File: config.mk
export PLATFORM = sky130hd
export DESIGN_NAME = axi4_lite_reg_slave
export DESIGN_NICKNAME = d
export VERILOG_FILES = /design/src/rtl/axi4_lite_reg_slave.sv
export SDC_FILE = /design/constraint.sdc
export NUM_CORES = 1
export LEC_CHECK = 0
export CORE_MARGIN = 2
export CORE_UTILIZATION = 38
export DETAILED_ROUTE_END_ITERATION = 12
export GPL_TIMING_DRIVEN = 0
export PLACE_DENSITY = 0.61
export SLEW_MARGIN = 25
export SYNTH_ARGS = -nofsm -noshare
export SYNTH_HDL_FRONTEND = slang
export SYNTH_SLANG_ARGS = --single-unit
File: constraint.sdc
create_clock -name aclk -period 2.28 [get_ports aclk]
set_input_delay 0.456 -clock aclk [delete_from_list [all_inputs] [get_ports aclk]]
set_output_delay 0.456 -clock aclk [all_outputs]
set_load 0.05 [all_outputs]
File: src/rtl/axi4_lite_reg_slave.sv
// AXI4-Lite subordinate with a bank of NUM_REGS read/write registers.
// Write address and write data are captured independently. The write commits
// once both are present, and one write may be outstanding at a time. Reads
// return data one cycle after the AR handshake and do not depend on the write
// path. Register contents are exported flat on regs_o, and wr_pulse_o strobes
// for one cycle, in the same cycle as the new register value.
//
// Ports:
//   aclk, aresetn          clock, asynchronous active-low reset
//   aw*/w*/b*              write address / data / response channels
//   ar*/r*                 read address / data channels
//   regs_o                 reg i at [i*W +: W], W = DATA_BYTES*8
//   wr_pulse_o             one-hot strobe for the register just written
module axi4_lite_reg_slave #(
  parameter int DATA_BYTES = 4,
  parameter int ADDR_BYTES = 1,
  parameter int NUM_REGS   = 16
) (
  input  logic                               aclk,
  input  logic                               aresetn,
  input  logic                               awvalid,
  output logic                               awready,
  input  logic [ADDR_BYTES*8-1:0]            awaddr,
  input  logic [2:0]                         awprot,
  input  logic                               wvalid,
  output logic                               wready,
  input  logic [DATA_BYTES*8-1:0]            wdata,
  input  logic [DATA_BYTES-1:0]              wstrb,
  output logic                               bvalid,
  input  logic                               bready,
  output logic [1:0]                         bresp,
  input  logic                               arvalid,
  output logic                               arready,
  input  logic [ADDR_BYTES*8-1:0]            araddr,
  input  logic [2:0]                         arprot,
  output logic                               rvalid,
  input  logic                               rready,
  output logic [DATA_BYTES*8-1:0]            rdata,
  output logic [1:0]                         rresp,
  output logic [NUM_REGS*DATA_BYTES*8-1:0]   regs_o,
  output logic [NUM_REGS-1:0]                wr_pulse_o
);

  localparam int W    = DATA_BYTES * 8;
  localparam int AW   = ADDR_BYTES * 8;
  localparam int OFFS = $clog2(DATA_BYTES);
  localparam int IW   = AW - OFFS;
  localparam int RW   = (NUM_REGS > 1) ? $clog2(NUM_REGS) : 1;
  // When the register bank fills the whole address space, every index is valid.
  localparam bit ALL_IN = (IW < 31) && (NUM_REGS >= (1 << IW));

  localparam logic [1:0] RESP_OKAY   = 2'b00;
  localparam logic [1:0] RESP_SLVERR = 2'b10;

  function automatic logic in_range(input logic [IW-1:0] idx);
    return ALL_IN ? 1'b1 : (idx < IW'(NUM_REGS));
  endfunction

  logic              awready_q, awready_d;
  logic              wready_q, wready_d;
  logic              arready_q, arready_d;
  logic              aw_held_q, aw_held_d;
  logic              w_held_q, w_held_d;
  logic [AW-1:0]     awaddr_q, awaddr_d;
  logic [W-1:0]      wdata_q, wdata_d;
  logic [DATA_BYTES-1:0] wstrb_q, wstrb_d;
  logic              bvalid_q, bvalid_d;
  logic [1:0]        bresp_q, bresp_d;
  logic              rvalid_q, rvalid_d;
  logic [W-1:0]      rdata_q, rdata_d;
  logic [1:0]        rresp_q, rresp_d;
  logic [W-1:0]      regs_q [NUM_REGS];
  logic [W-1:0]      regs_d [NUM_REGS];
  logic [NUM_REGS-1:0] wr_pulse_q, wr_pulse_d;

  logic              aw_hs, w_hs, ar_hs, commit;
  logic [AW-1:0]     wr_addr;
  logic [W-1:0]      wr_data;
  logic [DATA_BYTES-1:0] wr_strb;
  logic [IW-1:0]     wr_idx, rd_idx;
  logic [RW-1:0]     wr_sel, rd_sel;
  logic              wr_in, rd_in;
  logic [W-1:0]      rd_word;

  assign aw_hs = awvalid & awready_q;
  assign w_hs  = wvalid & wready_q;
  assign ar_hs = arvalid & arready_q;

  // Use the held beat if one was captured earlier, otherwise the live bus.
  assign wr_addr = aw_held_q ? awaddr_q : awaddr;
  assign wr_data = w_held_q ? wdata_q : wdata;
  assign wr_strb = w_held_q ? wstrb_q : wstrb;
  assign commit  = (aw_held_q | aw_hs) & (w_held_q | w_hs);

  assign wr_idx = wr_addr[AW-1:OFFS];
  assign rd_idx = araddr[AW-1:OFFS];
  assign wr_sel = wr_idx[RW-1:0];
  assign rd_sel = rd_idx[RW-1:0];
  assign wr_in  = in_range(wr_idx);
  assign rd_in  = in_range(rd_idx);

  // Low address bits and the prot fields do not affect the decode.
  logic unused_ok;
  assign unused_ok = ^{awprot, arprot, wr_addr, araddr, wr_idx, rd_idx};

  always_comb begin
    rd_word = '0;
    for (int i = 0; i < NUM_REGS; i++) begin
      if (rd_sel == RW'(i)) rd_word = regs_q[i];
    end
  end

  always_comb begin
    aw_held_d  = aw_held_q;
    w_held_d   = w_held_q;
    awaddr_d   = awaddr_q;
    wdata_d    = wdata_q;
    wstrb_d    = wstrb_q;
    bvalid_d   = bvalid_q;
    bresp_d    = bresp_q;
    regs_d     = regs_q;
    wr_pulse_d = '0;

    if (aw_hs) begin
      aw_held_d = 1'b1;
      awaddr_d  = awaddr;
    end
    if (w_hs) begin
      w_held_d = 1'b1;
      wdata_d  = wdata;
      wstrb_d  = wstrb;
    end

    // The readies are low while a response is pending, so a commit and a B
    // handshake can never happen on the same edge.
    if (commit) begin
      aw_held_d = 1'b0;
      w_held_d  = 1'b0;
      bvalid_d  = 1'b1;
      if (wr_in) begin
        bresp_d = RESP_OKAY;
        for (int i = 0; i < NUM_REGS; i++) begin
          if (wr_sel == RW'(i)) begin
            wr_pulse_d[i] = 1'b1;
            for (int k = 0; k < DATA_BYTES; k++) begin
              if (wr_strb[k]) regs_d[i][k*8 +: 8] = wr_data[k*8 +: 8];
            end
          end
        end
      end else begin
        bresp_d = RESP_SLVERR;
      end
    end else if (bvalid_q && bready) begin
      bvalid_d = 1'b0;
    end

    // Checking bvalid_q as well keeps the readies low for one extra edge
    // after the B handshake.
    awready_d = !aw_held_d && !bvalid_d && !bvalid_q;
    wready_d  = !w_held_d && !bvalid_d && !bvalid_q;
  end

  always_comb begin
    rvalid_d = rvalid_q;
    rdata_d  = rdata_q;
    rresp_d  = rresp_q;
    if (ar_hs) begin
      rvalid_d = 1'b1;
      rdata_d  = rd_in ? rd_word : '0;
      rresp_d  = rd_in ? RESP_OKAY : RESP_SLVERR;
    end else if (rvalid_q && rready) begin
      rvalid_d = 1'b0;
    end
    arready_d = !rvalid_d && !rvalid_q;
  end

  always_ff @(posedge aclk or negedge aresetn) begin
    if (!aresetn) begin
      awready_q  <= 1'b0;
      wready_q   <= 1'b0;
      arready_q  <= 1'b0;
      aw_held_q  <= 1'b0;
      w_held_q   <= 1'b0;
      awaddr_q   <= '0;
      wdata_q    <= '0;
      wstrb_q    <= '0;
      bvalid_q   <= 1'b0;
      bresp_q    <= 2'b00;
      rvalid_q   <= 1'b0;
      rdata_q    <= '0;
      rresp_q    <= 2'b00;
      wr_pulse_q <= '0;
      for (int i = 0; i < NUM_REGS; i++) regs_q[i] <= '0;
    end else begin
      awready_q  <= awready_d;
      wready_q   <= wready_d;
      arready_q  <= arready_d;
      aw_held_q  <= aw_held_d;
      w_held_q   <= w_held_d;
      awaddr_q   <= awaddr_d;
      wdata_q    <= wdata_d;
      wstrb_q    <= wstrb_d;
      bvalid_q   <= bvalid_d;
      bresp_q    <= bresp_d;
      rvalid_q   <= rvalid_d;
      rdata_q    <= rdata_d;
      rresp_q    <= rresp_d;
      wr_pulse_q <= wr_pulse_d;
      for (int i = 0; i < NUM_REGS; i++) regs_q[i] <= regs_d[i];
    end
  end

  assign awready    = awready_q;
  assign wready     = wready_q;
  assign arready    = arready_q;
  assign bvalid     = bvalid_q;
  assign bresp      = bresp_q;
  assign rvalid     = rvalid_q;
  assign rdata      = rdata_q;
  assign rresp      = rresp_q;
  assign wr_pulse_o = wr_pulse_q;

  for (genvar g = 0; g < NUM_REGS; g++) begin : g_regs_out
    assign regs_o[g*W +: W] = regs_q[g];
  end

endmodule

==> results.toml <==
[global_routing]
gr-usage-met1_pct = 52.1
largest_net_degree_at_the_start_of_global_routing = 92
grt_remaining_overflow = 0
grt_pass1_vias = 26400
grt.busiest_layer = "met2"
use_met2_pct = 61.1
grt_antenna_before_repair = 11
globalRouteTotalUtil_pct = 41.1
first_pass_grt_wire_length_mm = 213
grt.met3_usage_pct = 15.2

[pwr]
vdd_ir_drop_max_v = 0.000787
power.leakage_nw = 19.2
totalPowerFinal_mw = 50.2
powerDensity_nw_per_um2 = 1310

[sta]
hold_violations = 0
fin_crit_sh_pct = 103
fin_ws_ns = -0.0771
grt_setup_unrepaired = "yes"
timing.slew.headroom_pct = 21.6
final_max_slew_viol_count = 0
final.min_clock_period_ns = 2.36
timing.hold.ws_ns = 0.252
tns_ns = -0.956
max_freq_ghz = 0.424
setup_viol = 45
clock_skew_ns = 0.0256
worst_pin_slew_ns = 1.18

[logic_synthesis]
yosysUniqueCellTypes = 67
synth-async-reset-ratio_pct = 100
synth_sequential_area_ratio_pct = 55.2
cell_taking_the_most_area_after_synthesis = "sky130_fd_sc_hd__dfrtp_1"
netlist_top_cells_area = "sky130_fd_sc_hd__dfrtp_1 (55%), sky130_fd_sc_hd__nand2_1 (6.2%), sky130_fd_sc_hd__a21oi_1 (5.2%)"
synth_instances = 2866
ffs_latches_synth = 611
syn-mean-instance-area_um2 = 9.66
number_of_warnings_issued_by_yosys = 0
post-synth-top-area-fraction_pct = 55.2
yosys_most_used_dff = "sky130_fd_sc_hd__dfrtp_1"
synth_edf_count = 0
synth.cell_area_um2 = 27700

[cts]
worstSkewPairLatency_ns = 0.63
tritoncts_clock_tree = "built"
numClockSinks = 611
worst_setup_hold_path_clk_slew_ns = 0.06
cts_made_buffers = 69
clockRootBuffer = "sky130_fd_sc_hd__clkbuf_16"
clock_tree.buffer_depth = 3
htree_num_levels = 3

[placement]
placedCellCount = 4443
port_buffers = 617
gp_congestion = 0.982
pre_cts_slack_ns = -2.09
dp.final_hpwl_mm = 115
place_area_um2 = 35300

[route]
num_vias = 28200
routed_via_density = 6.16
post-route-drc-count = 0
drt-wirelength-per-cell_um = 34.4
first_iter_violations = 3899
drt.antenna.violating_nets = 0
postRouteWirelength_mm = 158
detailed_routing_iterations_pass_1 = 9

[die]
core_area_um2 = 71900
die-height_um = 274
ioPinCount = 634
floorplan.die.width_um = 274
design.die.area_um2 = 75000
initial_core_util_pct = 38.5
row_count = 98

[cells_and_area]
flow.area_growth_from_synthesis_pct = 38.4
layout_common_cells = "sky130_fd_sc_hd__dfrtp_1 (610), sky130_fd_sc_hd__dlygate4sd2_1 (516), sky130_fd_sc_hd__nand2_1 (457), sky130_fd_sc_hd__a21oi_1 (288), sky130_fd_sc_hd__o21ai_1 (269)"
final_non_filler_cells = 4581
layout_commonest_cell = "sky130_fd_sc_hd__dfrtp_1"
final_layout_size_suffix_gt1_share_pct = 15.1
layout.core_utilization_pct = 53.3
summed_area_of_non_filler_cells_in_the_final_layout_um2 = 38300
final_net_count = 3640

[critical_path]
crit_path_end_kind = "flop"
worst_path_fanout_max = 10
reg2reg_slack_ns = -0.07
worstSetupStartpointType = "input port"
worstSetupPathType = "in -> reg"
wp_data_arrival_ns = 2.84
worstPathRequired_ns = 2.76
timing.rr.start = "w_held_q"
reg2reg_to = "regs_o[192]"
worst-r2r-cell-count = 5

[hold_path]
hold-path-endpoint = "awaddr_q[3]"
hold_path.class = "in -> reg"
hp-start = "awaddr[3]"
holdPathStages = 2

[status]
outcome = "complete, but fails checks"
violations = "negative setup slack"

[flow_run]
maxCapViolations = 0
==> metal layers <==
metal | vias to the layer above | part of all wire, %
met1 | 13900 | 37
met5 | - | 0.040
li1 | 11600 | -
met2 | 2167 | 43
met3 | 535 | 13
met4 | 8 | 6.5
==> worst max-delay path, stage by stage <==
cell                              delay (ns)
sky130_fd_sc_hd__clkdlybuf4s15_2        0.35
sky130_fd_sc_hd__nand2b_2               0.35
sky130_fd_sc_hd__nor3_1                 0.10
sky130_fd_sc_hd__clkbuf_2               0.43
sky130_fd_sc_hd__a222oi_1               0.57
sky130_fd_sc_hd__o21ai_0                0.16
sky130_fd_sc_hd__a21oi_1                0.30
sky130_fd_sc_hd__a21oi_1                0.11
==> power by group <==
group	internal [mW]	leakage, nW	switching, mW
clock	6.64	1.11	4.77
sequential	13.6	8.35	3.42
combinational	5.74	9.73	16.0
total	26.0	19.2	24.2
==> how the worst max path moves through the flow <==
stage               from  slack [ns]  depth (start not counted)     endpoint
2_1_floorplan     wready        0.22                         10   regs_o[69]
3_3_place_gp     aresetn      -27.79                          1   regs_o[26]
3_5_place_dp   araddr[4]       -2.09                          8    rdata[18]
4_1_cts         w_held_q       -0.04                          5  regs_o[192]
5_1_grt         w_held_q       -0.10                          4  regs_o[362]
6_report       araddr[4]       -0.08                          8     rdata[9]
==> registers in the layout, summed over array words and instances (netlist names), 4 cells and up <==
register    count
wstrb_q         4
rdata          32
wdata_q        32
awaddr_q        6
wr_pulse_o     16
regs_o        512
==> cell type report <==
cell class                 count  area [µm²]
antenna                        7        17.5
buffer                       228        1580
clock buffer                  98        2030
clock inverter                22         215
fill                        6730       33500
inverter                       9        35.0
multi-input combinational   2001       11800
sequential                   611       15300
tap                          950        1190
timing repair buffer         655        6150
==> synth_stat cells (9+ instances only) <==
cell type / count
sky130_fd_sc_hd__nand3_2: 42
sky130_fd_sc_hd__a211oi_1: 16
sky130_fd_sc_hd__a32oi_1: 11
sky130_fd_sc_hd__nor3_1: 21
sky130_fd_sc_hd__o22ai_1: 20
sky130_fd_sc_hd__dfrtp_1: 611
sky130_fd_sc_hd__buf_2: 117
sky130_fd_sc_hd__nor2b_1: 10
sky130_fd_sc_hd__buf_4: 18
sky130_fd_sc_hd__a21oi_1: 288
sky130_fd_sc_hd__a22o_1: 18
sky130_fd_sc_hd__o21ai_1: 270
sky130_fd_sc_hd__a31oi_1: 24
sky130_fd_sc_hd__mux4_2: 13
sky130_fd_sc_hd__nor2_1: 246
sky130_fd_sc_hd__a221oi_1: 12
sky130_fd_sc_hd__o211ai_1: 9
sky130_fd_sc_hd__a22oi_1: 25
sky130_fd_sc_hd__nand2b_1: 15
sky130_fd_sc_hd__and3_1: 24
sky130_fd_sc_hd__nand3_1: 14
sky130_fd_sc_hd__mux2_2: 55
sky130_fd_sc_hd__clkbuf_1: 100
sky130_fd_sc_hd__nand2_1: 460
sky130_fd_sc_hd__o221ai_1: 25
sky130_fd_sc_hd__mux2i_1: 95
sky130_fd_sc_hd__o21ai_0: 207
==> logic make-up after synthesis <==
kind of cell	Yosys count	synth area share, %
flip-flops	611	55.2
other	1	0.0135
AND/OR/NAND/NOR	858	13.6
multiplexers	163	6.73
buffers and inverters	255	4.39
AO/OA/AOI/OAI	978	20.1
==> timing repair <==
action,CTS,global route
setup endpoints to repair,1058,383
endpoints found under the hold margin,59,0
hold buffers,1,0
pin swaps,8,6
buffers inserted,13,13
gates resized for setup,735,148
gates cloned,0,2
Power figures use the tool's default switching activity.
